<file path="config.mk">
export PLATFORM = sky130hd
export DESIGN_NAME = uart_rx_buffered
export DESIGN_NICKNAME = d
export VERILOG_FILES = /design/src/rtl/uart_pkg.sv /design/src/rtl/uart_rx_fifo.sv /design/src/rtl/uart_rx_buffered.sv
export SDC_FILE = /design/constraint.sdc
export NUM_CORES = 1
export LEC_CHECK = 0
export BUFFER_PORTS_ARGS = -buffer_cell sky130_fd_sc_hd__buf_2
export CAP_MARGIN = 20
export CELL_PAD_IN_SITES_DETAIL_PLACEMENT = 1
export CELL_PAD_IN_SITES_GLOBAL_PLACEMENT = 1
export CORE_ASPECT_RATIO = 0.7
export CORE_MARGIN = 3
export CORE_UTILIZATION = 54
export CTS_CLUSTER_SIZE = 10
export DETAILED_ROUTE_END_ITERATION = 12
export PLACE_DENSITY = 0.86
export RECOVER_POWER = 50
export SKIP_LAST_GASP = 1
export SLEW_MARGIN = 25
export SYNTH_ARGS = -nofsm -noshare
export SYNTH_HDL_FRONTEND = slang
export SYNTH_HIERARCHICAL = 1
export SYNTH_SLANG_ARGS = --single-unit
</file>
<file path="constraint.sdc">
create_clock -name Clock -period 8.4 [get_ports Clock]
set_clock_uncertainty 0.1 [all_clocks]
set_input_delay 0.84 -clock Clock [delete_from_list [all_inputs] [get_ports Clock]]
set_output_delay 0.84 -clock Clock [all_outputs]
set_load 0.02 [all_outputs]
</file>
<file path="src/rtl/uart_pkg.sv">
// Shared types and constants for the oversampling UART receiver.
package uart_pkg;

    typedef enum logic [2:0] {
        IDLE   = 3'd0,
        START  = 3'd1,
        DATA   = 3'd2,
        PARITY = 3'd3,
        STOP   = 3'd4,
        BREAK  = 3'd5
    } rx_state_e;

    localparam int         DATA_BITS  = 8;
    localparam int         OVERSAMPLE = 16;
    localparam logic [3:0] SAMPLE_LO  = 4'd7;
    localparam logic [3:0] SAMPLE_MID = 4'd8;
    localparam logic [3:0] SAMPLE_HI  = 4'd9;
    localparam logic [3:0] SAMPLE_END = 4'd15;
    localparam logic [2:0] LAST_BIT   = 3'(DATA_BITS - 1);

    // Clocks per sample tick; never below one.
    function automatic int calc_div(input int clk_freq, input int baud, input int oversample);
        int d;
        d = clk_freq / (baud * oversample);
        if (d < 1) begin
            calc_div = 1;
        end else begin
            calc_div = d;
        end
    endfunction

    function automatic logic majority3(input logic a, input logic b, input logic c);
        majority3 = (a & b) | (a & c) | (b & c);
    endfunction

endpackage

</file>
<file path="src/rtl/uart_rx_fifo.sv">
// Show-ahead circular receive buffer; pointers carry one extra wrap bit.
module uart_rx_fifo
    import uart_pkg::*;
#(
    parameter int DEPTH = 8,
    parameter int WIDTH = 8
) (
    input  logic             clk,
    input  logic             reset,
    input  logic             push,
    input  logic             pop,
    input  logic [WIDTH-1:0] wr_data,
    output logic [WIDTH-1:0] rd_data,
    output logic             empty,
    output logic             full
);

    localparam int AW = $clog2(DEPTH);

    logic [WIDTH-1:0] mem_r [DEPTH];
    logic [AW:0]      wr_ptr_r;
    logic [AW:0]      rd_ptr_r;
    logic             do_push_s;
    logic             do_pop_s;

    // A full buffer still takes a push when the head leaves in the same cycle.
    assign do_pop_s  = pop & ~empty;
    assign do_push_s = push & (~full | pop);

    assign empty   = (wr_ptr_r == rd_ptr_r);
    assign full    = (wr_ptr_r[AW] != rd_ptr_r[AW]) && (wr_ptr_r[AW-1:0] == rd_ptr_r[AW-1:0]);
    assign rd_data = mem_r[rd_ptr_r[AW-1:0]];

    // Storage and pointer update; reset flushes contents so rd_data reads zero.
    always_ff @(posedge clk) begin
        if (reset) begin
            wr_ptr_r <= '0;
            rd_ptr_r <= '0;
            for (int i = 0; i < DEPTH; i++) begin
                mem_r[i] <= '0;
            end
        end else begin
            if (do_push_s) begin
                mem_r[wr_ptr_r[AW-1:0]] <= wr_data;
                wr_ptr_r                <= wr_ptr_r + 1'b1;
            end
            if (do_pop_s) begin
                rd_ptr_r <= rd_ptr_r + 1'b1;
            end
        end
    end

endmodule

</file>
<file path="src/rtl/uart_rx_buffered.sv">
// 16x-oversampled 8N1 UART receiver with majority voting and a receive FIFO.
// Defining UART_RX_PARITY_EN switches the frame to 8E1 and adds parity_err.
module uart_rx_buffered
    import uart_pkg::*;
#(
    parameter int CLK_FREQ   = 100000000,
    parameter int BAUD       = 9600,
    parameter int OVERSAMPLE = 16,
    parameter int FIFO_DEPTH = 8
) (
    input  logic       Clock,
    input  logic       reset,
    input  logic       RxD,
    input  logic       rd_en,
    input  logic       clr_err,
    output logic [7:0] rd_data,
    output logic       empty,
    output logic       full,
`ifdef UART_RX_PARITY_EN
    output logic       parity_err,
`endif
    output logic       frame_err,
    output logic       overrun
);

    localparam int DIV = calc_div(CLK_FREQ, BAUD, OVERSAMPLE);
    localparam int TW  = (DIV > 1) ? $clog2(DIV) : 1;

    logic          sync1_r, rxs_r;
    logic [TW-1:0] tick_cnt_r;
    logic          tick_s, at_hi_s, at_end_s, maj_s;
    rx_state_e     state_r;
    logic [3:0]    sample_cnt_r;
    logic [2:0]    bit_idx_r;
    logic [7:0]    shift_r;
    logic          samp_lo_r, samp_mid_r;
    logic          push_s, frame_set_s, overrun_set_s;
    logic          frame_err_r, overrun_r;
`ifdef UART_RX_PARITY_EN
    logic          par_bad_r, parity_err_r, parity_set_s;
`endif

    assign tick_s   = (tick_cnt_r == TW'(DIV - 1));
    assign at_hi_s  = tick_s && (sample_cnt_r == SAMPLE_HI);
    assign at_end_s = tick_s && (sample_cnt_r == SAMPLE_END);
    assign maj_s    = majority3(samp_lo_r, samp_mid_r, rxs_r);

    // Two-flop synchronizer for the asynchronous line.
    always_ff @(posedge Clock) begin
        if (reset) begin
            sync1_r <= 1'b1;
            rxs_r   <= 1'b1;
        end else begin
            sync1_r <= RxD;
            rxs_r   <= sync1_r;
        end
    end

    // Sample tick divider, held at zero while idle so each frame is phase-aligned.
    always_ff @(posedge Clock) begin
        if (reset || state_r == IDLE || tick_s) begin
            tick_cnt_r <= '0;
        end else begin
            tick_cnt_r <= tick_cnt_r + 1'b1;
        end
    end

    // Receive state machine with mid-bit sampling.
    always_ff @(posedge Clock) begin
        if (reset) begin
            state_r      <= IDLE;
            sample_cnt_r <= 4'd0;
            bit_idx_r    <= 3'd0;
            shift_r      <= 8'd0;
            samp_lo_r    <= 1'b0;
            samp_mid_r   <= 1'b0;
`ifdef UART_RX_PARITY_EN
            par_bad_r    <= 1'b0;
`endif
        end else begin
            if (state_r != IDLE && tick_s) begin
                sample_cnt_r <= sample_cnt_r + 4'd1;
                if (sample_cnt_r == SAMPLE_LO)  samp_lo_r  <= rxs_r;
                if (sample_cnt_r == SAMPLE_MID) samp_mid_r <= rxs_r;
            end
            case (state_r)
                IDLE: begin
                    sample_cnt_r <= 4'd0;
                    bit_idx_r    <= 3'd0;
`ifdef UART_RX_PARITY_EN
                    par_bad_r    <= 1'b0;
`endif
                    if (!rxs_r) state_r <= START;
                end
                START: begin
                    if (at_hi_s && maj_s) begin
                        state_r <= IDLE;
                    end else if (at_end_s) begin
                        state_r   <= DATA;
                        bit_idx_r <= 3'd0;
                    end
                end
                DATA: begin
                    if (at_hi_s) shift_r <= {maj_s, shift_r[7:1]};
                    if (at_end_s) begin
                        if (bit_idx_r == LAST_BIT) begin
`ifdef UART_RX_PARITY_EN
                            state_r <= PARITY;
`else
                            state_r <= STOP;
`endif
                        end else begin
                            bit_idx_r <= bit_idx_r + 3'd1;
                        end
                    end
                end
`ifdef UART_RX_PARITY_EN
                PARITY: begin
                    if (at_hi_s)  par_bad_r <= maj_s ^ (^shift_r);
                    if (at_end_s) state_r   <= STOP;
                end
`endif
                STOP: begin
                    if (at_hi_s) state_r <= maj_s ? IDLE : BREAK;
                end
                BREAK: begin
                    if (rxs_r) state_r <= IDLE;
                end
                default: state_r <= IDLE;
            endcase
        end
    end

    // Stop-bit verdict: deliver the byte or flag a framing error.
    always_comb begin
        push_s      = 1'b0;
        frame_set_s = 1'b0;
        if (state_r == STOP && at_hi_s) begin
            if (maj_s) begin
`ifdef UART_RX_PARITY_EN
                push_s = ~par_bad_r;
`else
                push_s = 1'b1;
`endif
            end else begin
                frame_set_s = 1'b1;
            end
        end else begin
            push_s      = 1'b0;
            frame_set_s = 1'b0;
        end
    end

    assign overrun_set_s = push_s & full & ~rd_en;
`ifdef UART_RX_PARITY_EN
    assign parity_set_s  = (state_r == PARITY) && at_hi_s && (maj_s ^ (^shift_r));
`endif

    // Sticky error flags; a new event outranks a simultaneous clear.
    always_ff @(posedge Clock) begin
        if (reset) begin
            frame_err_r  <= 1'b0;
            overrun_r    <= 1'b0;
`ifdef UART_RX_PARITY_EN
            parity_err_r <= 1'b0;
`endif
        end else begin
            frame_err_r  <= frame_set_s   | (frame_err_r  & ~clr_err);
            overrun_r    <= overrun_set_s | (overrun_r    & ~clr_err);
`ifdef UART_RX_PARITY_EN
            parity_err_r <= parity_set_s  | (parity_err_r & ~clr_err);
`endif
        end
    end

    assign frame_err  = frame_err_r;
    assign overrun    = overrun_r;
`ifdef UART_RX_PARITY_EN
    assign parity_err = parity_err_r;
`endif

    uart_rx_fifo #(
        .DEPTH (FIFO_DEPTH),
        .WIDTH (8)
    ) u_fifo (
        .clk     (Clock),
        .reset   (reset),
        .push    (push_s),
        .pop     (rd_en),
        .wr_data (shift_r),
        .rd_data (rd_data),
        .empty   (empty),
        .full    (full)
    );

endmodule

</file>
After elaboration in Yosys (flattened, before gate mapping)
Memories as Yosys holds them, arrays and structs flattened. A register that Yosys moved wholly into a read port is not among the register bits.
Cells that the tools add are included.
{ "word_totals": {"elab_cells": 105, "in_bits": 5, "output_inout_bits": 12, "ramBits": 64, "n_memories": 1, "regBits": 42} }
{ "op_classes": {"bitwise_logic": 18, "eq_ne": 22, "mux": 28, "addsub": 5, "reduce_logical": 18} }
{ "mem_list": {"columns": ["name", "depth", "width", "read_ports", "rd_ports_with_merged_regs", "write_ports", "line", "source"], "rows": [
  ["u_fifo.mem_r", 8, 8, 1, 1, 8, "uart_rx_fifo.sv:20", "logic [WIDTH-1:0] mem_r [DEPTH];"]
]} }
{ "op_table": {"columns": ["op", "count"], "rows": [
  ["$mux 3", 15],
  ["$ne 2x2->1 const B", 8],
  ["$pmux 3 s5", 1],
  ["$add 4x1->4 const B", 3],
  ["$eq 4x4->1 const B", 3],
  ["$add 10x1->10 const B", 1],
  ["$eq 10x10->1 const B", 1],
  ["$mux 1", 10],
  ["$and 1x1->1", 9],
  ["$eq 3x3->1 const B", 3],
  ["$pmux 3 s3", 1],
  ["$mux 8", 1],
  ["$reduce_or 8->1", 1],
  ["$logic_and 1x1->1", 6],
  ["$reduce_and 2->1", 3],
  ["$reduce_and 6->1", 1],
  ["$reduce_bool 3->1", 2],
  ["$or 1x1->1", 5],
  ["$reduce_and 5->1", 1],
  ["$eq 4x3->1 const B", 1],
  ["$eq 4x4->1", 1],
  ["$not 1->1", 4],
  ["$add 3x1->3 const B", 1],
  ["$eq 3x1->1 const B", 1],
  ["7 further kinds", 8]
]} }

Depth between registers and ports, before layout
{ "depth": {"word_depth": 11, "mapped_depth": 9, "ltp_nobuf": 9} }

Hierarchy
Netlist, hierarchy kept.
{ "modules_own_cells": {"columns": ["mod", "area_each_um2", "instances", "cells_per_inst"], "rows": [
  ["uart_rx_fifo", 3487.1, 1, 272],
  ["uart_rx_buffered", 1597.8, 1, 175]
]} }

Worst setup path after synthesis
Ideal clock, no wire load.
{ "synth_path": {"path_type": "reg2reg", "start": "register tick_cnt_r[0]", "end": "memory u_fifo.mem_r[1][0], enable pin", "path_stages_with_launch": 9, "setup_slack_ns": 5.273, "setup_ns": 0.387, "arrival_time_ns": 2.641, "cell_sequence": "dfxtp_1 inv_1 ha_1 nand4b_1 or3_4 nor3_1 and2_1 o21ai_1 o31ai_1"} }
{ "synth_lines": {"columns": ["element", "line", "source"], "rows": [
  ["start: declaration", "uart_rx_buffered.sv:30", "logic [TW-1:0] tick_cnt_r;"],
  ["start signal: assignment", "uart_rx_buffered.sv:64", "tick_cnt_r <= tick_cnt_r + 1'b1;"],
  ["end: declaration", "uart_rx_fifo.sv:20", null]
]} }

==> key figures <==
Timing
  • Max Freq: between 200 and 250 MHz
  • Final hold slack: approximately 0.31 ns
  • Min Tclk post-route: approximately 4.2 ns
  • Tcrit/Tclk final: 0.501
  • Setup TNS: 0 ns
  • Final setup vio count: 0
  • RSZ-0062 raised after global routing: false
  • Worst slew margin: -0.264
  • Max-slew violation count: 60
  • Final Hold Fails: 0
  • Worst-Margin Slew: about 1.9 ns

Power and ir drop
  • Worst VDD drop: ~0.15 mV
  • Total Power: about 1200 uW
  • Pwr/cell area: between 200 and 250 nW/um2
  • Leak Pwr: 0.00180 uW

Routing
  • Drt drc: 0
  • Routed WL per cell: 23.3 um
  • Final ANT Viol Nets: 0
  • Pre-antenna DRT Iters: 4
  • DR vias/cell: a little over 6
  • Starting DRT DRC Count: 324
  • Total wire length: roughly 14000 um
  • Vias: between 3000 and 4000

Synthesis
  • Count leader, synth: nor2_1
  • FF+latch count, synth: roughly 110
  • Main synth FF type: edfxtp_1
  • Cell area after synthesis: 5080 um2
  • Synth cell count leaders: 99 x nor2_1, 64 x edfxtp_1, 45 x dfxtp_1
  • Largest area contributor in the netlist: edfxtp_1
  • Syn_area_per_cell: about 11 um2
  • Register area share after synthesis: 0.555
  • Asr flop ratio synth: 0
  • Top cells by area, synth: edfxtp_1 38%, dfxtp_1 18%, nor2_1 7.3%, mux4_2 7.1%, nand2_1 2.4%
  • Net Count, Synth: 461
  • Top cell type's share of synthesized area: 0.378
  • Syn Inst Count: roughly 450
  • Warning count from the yosys run: 6
  • Post-synth EDFFs: 64
  • Number of distinct library cells after synthesis: between 50 and 60

Job
  • Max-cap violations: 3

Run status
  • Violated checks: capacitance limit, slew limit
  • Status: complete, but fails checks

Clocking
  • Cts-stage hold buffer count: 0
  • Clock tree root buffer cell: clkbuf_16
  • Post-CTS sizing: 0
  • CTS max path bufs: 2
  • H-tree depth: 3
  • Clock transition at path regs: about 0.070 ns
  • Worst-Skew Late Latency: 0.35 ns
  • Post-CTS Setup Inserts: 0
  • # clock sinks: about 110
  • CTS buffer count: 9
  • CTS tree: built

Placed design
  • Port bufs: 16
  • Post-DP HPWL: around 9200 um
  • RD Place Congestion: between 0.8 and 0.9

Setup path
  • Worst path cell trace: ha_1 -> nand4b_1 -> or3_1 -> nor3_1 -> and2_0 -> o21ai_1 -> o21ai_1
  • Max FO, Critical Path: 13
  • Reg2reg setup slack: 4.19 ns
  • Worst setup path start: tick_cnt_r[1]$_SDFF_PP0_
  • FF-to-FF End: u_fifo/mem_r[7][2]$_SDFFCE_PN0P_
  • Startpoint Class: register
  • CP max-delay cell: o21ai_1
  • Critical path class: reg -> reg
  • Most used cell, CP: o21ai_1
  • Element type at the critical path end: register
  • Reg2Reg Launch Point: tick_cnt_r[1]$_SDFF_PP0_
  • Worst Setup EP: u_fifo/mem_r[7][2]$_SDFFCE_PN0P_
  • R2R depth: 7
  • WP data arrival: 4.08 ns
  • Crit path largest cell delay: 0.83 ns
  • Req. time, crit path: 8.27 ns

Cells and area
  • Fin nets: between 400 and 500
  • Footprint of the multi-input gates: about 2000 um2
  • Layout area overhead: 7.31%
  • Register area: 2820 um2
  • Final Util: 0.621
  • Layout cells sized above 1: 0.122
  • # fillers: between 900 and 1000
  • ANT cells: 0

GRT
  • Vias in the first global route: between 3000 and 4000
  • GRT Total Usage: 0.276
  • Initial antenna violation count: 0
  • Largest net degree at the start of global routing: 43
  • GR Overflow Total: 0
  • First-pass GRT wire length: between 20000 and 25000 um

Floorplanning
  • Top Ports: 17
  • CORE AREA: about 8800 um2
  • Row cnt: 28
  • DIE WIDTH: 122 um
  • Chip Height: slightly below 90 um
  • Die ar.: roughly 11000 um2
  • Starting Density: 0.578

Worst hold path
  • Hold crit path type: reg -> reg
-- final cells by class --
class	instances	area share
clock buffers	11	0.0445
clock inverters	5	0.00642
inverters	15	0.0103
multi-input cells	300	0.376
flip-flops and latches	109	0.517
well taps	120	0.0275
repair buffers	20	0.0177
-- placed cells by master (no fill, tap or decap), types with 2 or more instances in the layout --
cell type  synthesis  routed
nand4b_1           4       4
nor4b_1            1       2
o21ai_1            2       4
o21ai_0            5       3
nor4_1             2       2
o211ai_1           3       6
buf_4              1       4
nor3_1             4       4
xnor2_1           10      10
nand2b_1           5       5
nand4_1            2       3
nor2_1            99      99
nand3_1            7       7
mux2_2             8       8
o31ai_1            4       4
a21oi_1           10      10
clkbuf_1          12      12
inv_1             15      15
and4_1             2       2
edfxtp_1          64      64
a31oi_1            2       2
o311ai_0           0       3
clkinv_2           0       2
nor2b_1            5       5
mux2i_1           11      11
clkbuf_16          0       9
and3_1             4       4
xor2_1             7       7
or3_1              6       8
buf_2              6       5
a211oi_1           3       3
dfxtp_1           45      45
or2_2              5       5
mux4_2            16      16
nand2_1           33      33
ha_1               9       9
-- power by group --
part           internal [uW]  switching (uW)
Sequential               591            26.2
Clock                    210             192
Combinational           57.5            93.5
-- registers in the layout (all words and copies together) (netlist names), 3 cells and up, named ones only --
signal / cells
tick_cnt_r: 10
state_r: 3
u_fifo/mem_r: 64
u_fifo/wr_ptr_r: 4
shift_r: 8
sample_cnt_r: 4
bit_idx_r: 3
u_fifo/rd_ptr_r: 4
-- critical path: cells and delay by family, from the launching register on --
family	cells	cell delay, ns
and+or+nand+nor	4	2.05
DFF	1	0.39
adders and majority gates	1	0.17
AOI/OAI and AO/OA	2	1.10
-- worst min path at each step --
| stage | depth (start not counted) | endpoint | from |
|---|---|---|---|
| floorplan | 1 | rxs_r$_SDFF_PP1_ | sync1_r$_SDFF_PP1_ |
| global placement | 1 | rxs_r$_SDFF_PP1_ | sync1_r$_SDFF_PP1_ |
| detailed placement | 1 | rxs_r$_SDFF_PP1_ | sync1_r$_SDFF_PP1_ |
| CTS | 1 | rxs_r$_SDFF_PP1_ | sync1_r$_SDFF_PP1_ |
| global route | 1 | rxs_r$_SDFF_PP1_ | sync1_r$_SDFF_PP1_ |
| finish | 1 | rxs_r$_SDFF_PP1_ | sync1_r$_SDFF_PP1_ |
-- cell families after synthesis --
group                    count (synthesis)  synth area share
AND/OR/NAND/NOR                        190             0.177
flip-flops                             109             0.555
AO/OA/AOI/OAI                           47            0.0694
buffers and inverters                   38            0.0317
multiplexers                            36             0.113
XOR/XNOR                                17            0.0293
adder cells (fa/ha/maj)                 10            0.0241
-- routing by layer --
metal | global-route usage | up-vias | routed length [um]
met5 | 0 | - | 0
met4 | 0.101 | 0 | 334
met3 | 0.0643 | 29 | 973
met2 | 0.448 | 132 | 6440
met1 | 0.367 | 1787 | 5780
li1 | - | 1621 | -
-- through the flow --
step           cell area (um2)  cells  setup slack (ns)
6_report                  5460    580              4.19
4_1_cts                   5520    580              4.19
5_1_grt                   5460    580              3.82
2_1_floorplan             5080    447              5.27
3_3_place_gp              5240    564              4.57
3_5_place_dp              5240    564              4.25
No activity file was read; power rests on OpenSTA's default activity.
